==> src/rtl/dp_ram_burst_reader.sv <==
// Burst read master for one dual-port RAM port: streams len words from addr as valid/ready beats with last.
// Latency: command accept at edge k -> first beat valid after edge k+2; one word per cycle sustained.
// Backpressure: 2-entry skid buffer absorbs the 1-cycle RAM latency; reads stall while the buffer could overflow.
module dp_ram_burst_reader #(
  parameter int P_DATA_W         = 640,
  parameter int P_LOG2_RAM_DEPTH = 9,
  parameter int P_LEN_W          = P_LOG2_RAM_DEPTH + 1
) (
  input  logic                        i_clk,
  input  logic                        i_rst_n,
  input  logic                        i_cmd_valid,
  output logic                        o_cmd_ready,
  input  logic [P_LOG2_RAM_DEPTH-1:0] i_cmd_addr,
  input  logic [P_LEN_W-1:0]          i_cmd_len,
  output logic                        o_ram_wr,
  output logic [P_LOG2_RAM_DEPTH-1:0] o_ram_addr,
  output logic [P_DATA_W-1:0]         o_ram_wdata,
  input  logic [P_DATA_W-1:0]         i_ram_data,
  output logic                        o_data_valid,
  input  logic                        i_data_ready,
  output logic [P_DATA_W-1:0]         o_data,
  output logic                        o_data_last,
  output logic                        o_busy,
  output logic                        o_done
);
  localparam int AW = P_LOG2_RAM_DEPTH;
  localparam logic [AW-1:0]      ADDR_ONE = 1;
  localparam logic [P_LEN_W-1:0] LEN_ZERO = '0;
  localparam logic [P_LEN_W-1:0] LEN_ONE  = 1;

  typedef enum logic [1:0] {IDLE, READ, DRAIN, DONE} state_t;

  state_t               state;
  logic [P_LEN_W-1:0]   remaining;     // words still to be issued to the RAM
  logic                 zero_len;      // current command had len=0
  logic                 inflight;      // a read was issued last cycle; its word is on i_ram_data now
  logic                 inflight_last; // that in-flight word is the final word of the burst
  logic [1:0]           count;         // skid buffer occupancy (0..2)
  logic [P_DATA_W-1:0]  head_dat, tail_dat;
  logic                 head_last, tail_last;
  logic [2:0]           occ;
  logic                 pop, push, issue, slot_ok, cmd_fire, drained;

  assign o_ram_wr     = 1'b0;
  assign o_ram_wdata  = '0;
  assign o_cmd_ready  = (state == IDLE);
  assign o_busy       = (state != IDLE);
  assign o_data_valid = (count != 2'd0);
  assign o_data       = head_dat;
  assign o_data_last  = head_last;

  assign cmd_fire = i_cmd_valid & o_cmd_ready;
  assign pop      = o_data_valid & i_data_ready;
  assign push     = inflight;
  // Words held or on their way, minus the one leaving this cycle, must leave room for one more.
  assign occ      = {1'b0, count} + {2'b00, inflight};
  assign slot_ok  = (occ - {2'b00, pop}) < 3'd2;
  assign issue    = (state == READ) && (remaining != LEN_ZERO) && slot_ok;
  // Nothing in flight and the buffer empties at this edge: the burst completes now.
  assign drained  = !inflight && ((count == 2'd0) || ((count == 2'd1) && pop));

  // Burst control FSM: address generation, issue tracking and done pulse.
  always_ff @(posedge i_clk or negedge i_rst_n) begin
    if (!i_rst_n) begin
      state         <= IDLE;
      remaining     <= '0;
      zero_len      <= 1'b0;
      o_ram_addr    <= '0;
      inflight      <= 1'b0;
      inflight_last <= 1'b0;
      o_done        <= 1'b0;
    end else begin
      o_done        <= 1'b0;
      inflight      <= issue;
      inflight_last <= issue && (remaining == LEN_ONE);
      if (issue) begin
        o_ram_addr <= o_ram_addr + ADDR_ONE;
        remaining  <= remaining - LEN_ONE;
      end
      case (state)
        IDLE: begin
          if (cmd_fire) begin
            o_ram_addr <= i_cmd_addr;
            remaining  <= i_cmd_len;
            zero_len   <= (i_cmd_len == LEN_ZERO);
            state      <= (i_cmd_len == LEN_ZERO) ? DONE : READ;
          end
        end
        READ: begin
          if (issue && (remaining == LEN_ONE)) state <= DRAIN;
        end
        DRAIN: begin
          if (drained) begin
            state  <= DONE;
            o_done <= 1'b1;
          end
        end
        DONE: begin
          // A zero-length burst reports done on the way back to IDLE.
          o_done <= zero_len;
          state  <= IDLE;
        end
        default: state <= IDLE;
      endcase
    end
  end

  // Two-entry skid buffer: head feeds the stream, tail catches the word arriving during a stall.
  always_ff @(posedge i_clk or negedge i_rst_n) begin
    if (!i_rst_n) begin
      count     <= 2'd0;
      head_dat  <= '0;
      head_last <= 1'b0;
      tail_dat  <= '0;
      tail_last <= 1'b0;
    end else begin
      case ({push, pop})
        2'b10: begin
          if (count == 2'd0) begin
            head_dat  <= i_ram_data;
            head_last <= inflight_last;
          end else begin
            tail_dat  <= i_ram_data;
            tail_last <= inflight_last;
          end
          count <= count + 2'd1;
        end
        2'b01: begin
          head_dat  <= tail_dat;
          head_last <= tail_last;
          count     <= count - 2'd1;
        end
        2'b11: begin
          if (count == 2'd1) begin
            head_dat  <= i_ram_data;
            head_last <= inflight_last;
          end else begin
            head_dat  <= tail_dat;
            head_last <= tail_last;
            tail_dat  <= i_ram_data;
            tail_last <= inflight_last;
          end
        end
        default: ;
      endcase
    end
  end

endmodule

==> config.mk <==
export PLATFORM = sky130hd
export DESIGN_NAME = dp_ram_burst_reader
export DESIGN_NICKNAME = d
export VERILOG_FILES = /design/src/rtl/dp_ram_burst_reader.sv
export SDC_FILE = /design/constraint.sdc
export NUM_CORES = 2
export LEC_CHECK = 0
export BUFFER_PORTS_ARGS = -buffer_cell sky130_fd_sc_hd__buf_2
export CAP_MARGIN = 20
export CORE_AREA = 2 2 754 756
export DETAILED_ROUTE_END_ITERATION = 6
export DIE_AREA = 0 0 756 758
export PLACE_DENSITY = 0.32
export RECOVER_POWER = 100
export SYNTH_ARGS = -nofsm -noshare
export SYNTH_HDL_FRONTEND = slang
export SYNTH_SLANG_ARGS = --single-unit
export TNS_END_PERCENT = 1
==> constraint.sdc <==
create_clock -name i_clk -period 3.14 [get_ports i_clk]
set_clock_uncertainty 0.05 [all_clocks]
set_input_delay 0.157 -clock i_clk [delete_from_list [all_inputs] [get_ports i_clk]]
set_output_delay 0.157 -clock i_clk [all_outputs]
set_load 0.03 [all_outputs]
## After elaboration in Yosys (flattened, before gate mapping)

Index checks and enable logic that the tools add are counted.

- Bits in registers: 1309
- Output and inout port bits: 1295

- Add/sub/neg operators: 6
- Magnitude comparators: 1
- Eq/ne operators: 14
- Mux-type cells: 26
- Bitwise operators: 2
- Reductions and logical operators: 20

Operators with widths:

| operator | count |
|---|---|
| 2-to-1 mux 640 bit | 4 |
| one-hot mux 640 bit (3 select lines) | 1 |
| one-hot mux 640 bit (2 select lines) | 1 |
| 2-to-1 mux 10 bit | 3 |
| 2-to-1 mux 9 bit | 3 |
| equality test 10 x 1 -> 1 bit, second input constant | 1 |
| zero test 10 bit | 1 |
| nonzero test 10 bit | 1 |
| subtractor 10 x 1 -> 10 bit, second input constant | 1 |
| adder 9 x 1 -> 9 bit, second input constant | 1 |
| equality test 2 bit, second input constant | 4 |
| 2-to-1 mux 2 bit | 4 |
| inequality test 2 bit, second input constant | 4 |
| one-hot mux 2 bit (4 select lines) | 1 |
| nonzero test 2 bit | 4 |
| equality test 2 x 1 -> 1 bit, second input constant | 3 |
| AND reduction 3 bit | 2 |
| logical AND 1 bit | 5 |
| 2-to-1 mux 1 bit | 5 |
| zero test 2 bit | 2 |
| inequality test 2 x 1 -> 1 bit, second input constant | 2 |
| one-hot mux 1 bit (2 select lines) | 2 |
| one-hot mux 2 bit (2 select lines) | 1 |
| AND reduction 2 bit | 2 |
| 10 further kinds | 11 |

## Longest topological paths before layout

- Depth after elaboration: 8
- Gate-level depth with buffers: 12

## Worst setup path after synthesis

OpenSTA, ideal clock, no wires.

- Path type: register to register
- Start: register count[1]
- End: register o_ram_addr[5]
- Library setup time: 0.070 ns
- Data arrival time: 2.931 ns
- Path slack: 0.089 ns
- Stages on the path, launching flop included: 12
- Path buffers: 1
- Period minus slack after synthesis: 3.051 ns
- Path through: dfrtp_1 > inv_1 > ha_1 > nand2b_1 > buf_2 > xnor2_1 > nand2b_1 > fa_1 > xor2_1 > or3_1 > or4b_1 > nand3_1

- Word-level cells in the longest chain between the ends: 8
- Elaborated cells on any way between the ends: 9
- Classes of those cells: 2 x add/sub; 1 x order compare; 3 x mux; 1 x bitwise; 2 x reduce/logical

Ends and longest elaborated chain:

| item | RTL line | RTL |
|---|---|---|
| from (decl) | 38 | `logic [1:0] count;` |
| from (signal assigned) | 126 | `count <= count + 2'd1;` |
| from (signal assigned) | 131 | `count <= count - 2'd1;` |
| parallel branches: the longest is 2 deep, another holds adder 2 x 1 -> 3 bit | - |  |
| subtractor 3 x 1 -> 3 bit * | 57 | `assign slot_ok = (occ - {2'b00, pop}) < 3'd2;` |
| < comparator 3 x 2 -> 1 bit * | 57 |  |
| logical AND 1 bit * | 58 | `assign issue = (state == READ) && (remaining != LEN_ZERO) && slot_ok;` |
| 2-to-1 mux 9 bit * | 76 | `if (issue) begin` |
| 2-to-1 mux 9 bit | 82 | `if (cmd_fire) begin` |
| 2-to-1 mux 9 bit * | 80 | `case (state)` |
| to (signal assigned) | 77 | `o_ram_addr <= o_ram_addr + ADDR_ONE;` |
| to (signal assigned) | 83 | `o_ram_addr <= i_cmd_addr;` |
| to (decl) | 16 | `output logic [P_LOG2_RAM_DEPTH-1:0] o_ram_addr,` |

Every way passes the cells marked *.
A chain may end at the register's enable or synchronous reset.

## Worst setup path in the final report

- Start: register count[0]
- End: register tail_dat[424]

- Word-level cells in the longest chain between the ends: 5
- Elaborated cells on any way between the ends: 11
- Classes of those cells: 5 x eq/ne; 1 x mux; 1 x bitwise; 4 x reduce/logical

Ends and longest elaborated chain:

| item | RTL line | RTL |
|---|---|---|
| nonzero test 2 bit | 48 | `assign o_data_valid = (count != 2'd0);` |
| AND 1 bit | 53 | `assign pop = o_data_valid & i_data_ready;` |
| equality test 2 bit | 117 | `case ({push, pop})` |
| inequality test 2 bit (no source line) or nonzero test 2 bit (tied branches) | - |  |
| AND reduction 3 bit (no source line) | - |  |
| to (signal assigned) | 123 | `tail_dat <= i_ram_data;` |
| to (signal assigned) | 140 | `tail_dat <= i_ram_data;` |
| to (decl) | 39 | `logic [P_DATA_W-1:0] head_dat, tail_dat;` |

Several ways; a longest one is shown, not always the timed one.

==> results.ini <==
[synthesis]
synth_edf_count=0
ys_types=55
yosys.cell_count.top_type=dfrtp_1
ys.flop_type=dfrtp_1
ys_warn_count=0
yosysTopAreaCellShare=0.555
synth-seq-cells=1309
ys_top_cells_by_area=dfrtp_1, mux2_2, buf_4, nand2_1, a31oi_1
synth_commonest_cells=dfrtp_1, nand2_1, buf_4
yosysSeqAreaShare=0.555
synthesis.area_um2=59000
syn_area_per_cell_um2=10.4
netlist_instances=5690
synth_async_sr_flop_share=1.00
synth_largest_area_cell=dfrtp_1

[placement]
dpl.hpwl_um=211000
dpl-instance-area_um2=73000
portBuffers=1316
gp_congestion=0.783

[hold_path]
hold_depth=3
hold_path.class=in2reg

[critical_path]
worst_setup_path_start_kind=flip-flop
rr_worst_depth=7
arrival_ns=3.60
path_class=reg2reg
cp.required_ns=3.81
cp-end-kind=flip-flop
critPathSlowestCell=buf_4
crit_chain=clkbuf_4, ha_1, a21oi_1, and2_4, buf_12, buf_4, mux2_2
crit_fanout=32
max_stage_delay_ns=0.49

[power]
irDropWorstVdd_mv=0.407
leakagePower_nw=38.7
p_per_area_nw_per_um2=829

[timing]
min_period_ns=2.93
report.final.hold_viol_count=0
rsz0062_at_grt=false
worst_slew_pin_slew_ns=2.38
slew_headroom=-0.583
fmax_ghz=0.342
post-route-period-util=0.932
setup_tns_ns=0
finalMaxSlewViolations=21
finalSetupViolCount=0

[floorplanning]
rows=276
initial_core_util=0.105
die-area_um2=573000
die_h_um=758
io-pin-count=1958
core_um2=564000
fp.dieW_um=756

[global_route]
grt_util_all_layers=0.0917
grt_pass1_wl_um=383000
grt_start_max_net_pins=143
grt_overflow=0
grt_pass1_vias=49400
antenna_found_initial=109

[clock_network]
cts_tree=done
ctsHtreeMaxLevel=4
cts-root-buf=clkbuf_16
clock_path_buffers=4
insertion_delay_ns=0.88
cts_sinks=1309
cts_buffers=180
cts.clk_slew.worst_paths_ns=0.06
post_cts_buffers=0

[cells_and_area]
drive_gt1_frac=0.208
area_growth_syn_to_layout_pct=51.6
final_nets=8873
fin_util=0.159
final_area_um2=89500

[routing]
first_pass_iters=5
wirelength_um=276000
vias=49100
wl_per_cell_um=17.4
drt_iter0_drc=2068
drc=0
antenna_left=0
via_per_inst=3.09

[outcome]
violations=capacitance limit, slew limit
status=finished with violations

[run]
max-cap-violations=1

## layer usage
layer,GRT usage,share of wire,wire length (um)
met5,0,0.0012,335
met4,0.0217,0.029,8140
met3,0.0271,0.069,19100
met2,0.166,0.51,140000
met1,0.105,0.39,109000
## power breakdown
part / total (W) / leakage (nW) / internal [W] / switching, W
clock: 0.0211 / 2.92 / 0.0124 / 0.00870
combinational: 0.0289 / 19.1 / 0.00657 / 0.0223
sequential: 0.0243 / 16.7 / 0.0212 / 0.00311
total: 0.0742 / 38.7 / 0.0401 / 0.0341
## final timing paths
kind / startpoint / endpoint / slack, ns
max: count[0] / tail_dat[424] / 0.21
min: i_ram_data[141] / tail_dat[141] / 0.11
max reg2reg: count[0] / tail_dat[424] / 0.21
min reg2reg: tail_dat[195] / o_data[195] / 0.44
max in group asynchronous: i_rst_n / o_data[508] / 0.42
min in group asynchronous: i_rst_n / tail_dat[14] / 1.31
## registers in the layout, indices dropped and copies added, names as in the netlist, 2 cells and up
register and cells:
o_data 640, state 2, tail_dat 640, o_ram_addr 9, remaining 10, count 2
## stage by stage
| stage | setup slack, ns | total power (W) | instances | hold WS [ns] |
|---|---|---|---|---|
| final | 0.215 | 0.0742 | 15900 | 0.113 |
| after global routing | 0.0160 | 0.0786 | 15900 | 0.0265 |
| after CTS | 0.230 | 0.0775 | 15800 | 0.000142 |
| after detailed placement | 0.262 | 0.0544 | 14300 | 0.160 |
| after global placement | 0.185 | 0.0544 | 14300 | 0.168 |
| after floorplan | 0.0892 | 0.0415 | 6330 | -0.189 |
## repair_timing
action | CTS | global route
hold buffers | 1184 | 0
endpoints found under the hold margin | 2568 | 0
resized for setup | 0 | 0
endpoints found under the setup margin | 0 | 1
## critical path, delay by kind of cell (launching register included)
family          cells  cell delay [ns]
flops               1             0.37
simple gates        1             0.37
compound gates      1             0.30
mux                 1             0.39
buf+inv             3             0.88
fa+ha+maj           1             0.25
## placed cells by master (no fill, tap or decap), types with 7 or more instances in the layout
| cell | netlist | routed |
|---|---|---|
| dfrtp_1 | 1309 | 1309 |
| nand2_1 | 1294 | 1294 |
| dlygate4sd3_1 | 0 | 1183 |
| clkbuf_1 | 101 | 741 |
| nor2_1 | 667 | 667 |
| buf_2 | 151 | 662 |
| a31oi_1 | 658 | 658 |
| mux2_2 | 642 | 642 |
| conb_1 | 1 | 641 |
| clkbuf_16 | 0 | 181 |
| diode_2 | 0 | 57 |
| buf_4 | 731 | 53 |
| clkbuf_8 | 1 | 42 |
| buf_12 | 0 | 42 |
| clkbuf_2 | 0 | 33 |
| clkinv_2 | 0 | 22 |
| clkbuf_4 | 0 | 11 |
| nand3_1 | 10 | 10 |
| or4_1 | 10 | 10 |
| ha_1 | 10 | 10 |
| inv_1 | 9 | 9 |
| bufinv_16 | 0 | 9 |
| o21ai_0 | 8 | 8 |
| o31ai_1 | 7 | 7 |
## kinds of logic after synthesis
group | share of synthesized area
simple gates | 0.131
flops | 0.555
buf+inv | 0.115
compound gates | 0.0736
mux | 0.123
fa+ha+maj | 0.00246
xor+xnor | 0.000721
other cells | 0.0000635
## area by class of cell
class | count | area (um^2)
well taps | 7506 | 9390
inverters | 9 | 33.8
fillers | 64100 | 475000
multi-input cells | 4007 | 21900
repair buffers | 2692 | 19300
clock buffers | 261 | 5250
clock inverters | 51 | 682
flip-flops and latches | 1309 | 32800
diodes | 57 | 143
Power figures use the tool's default switching activity.
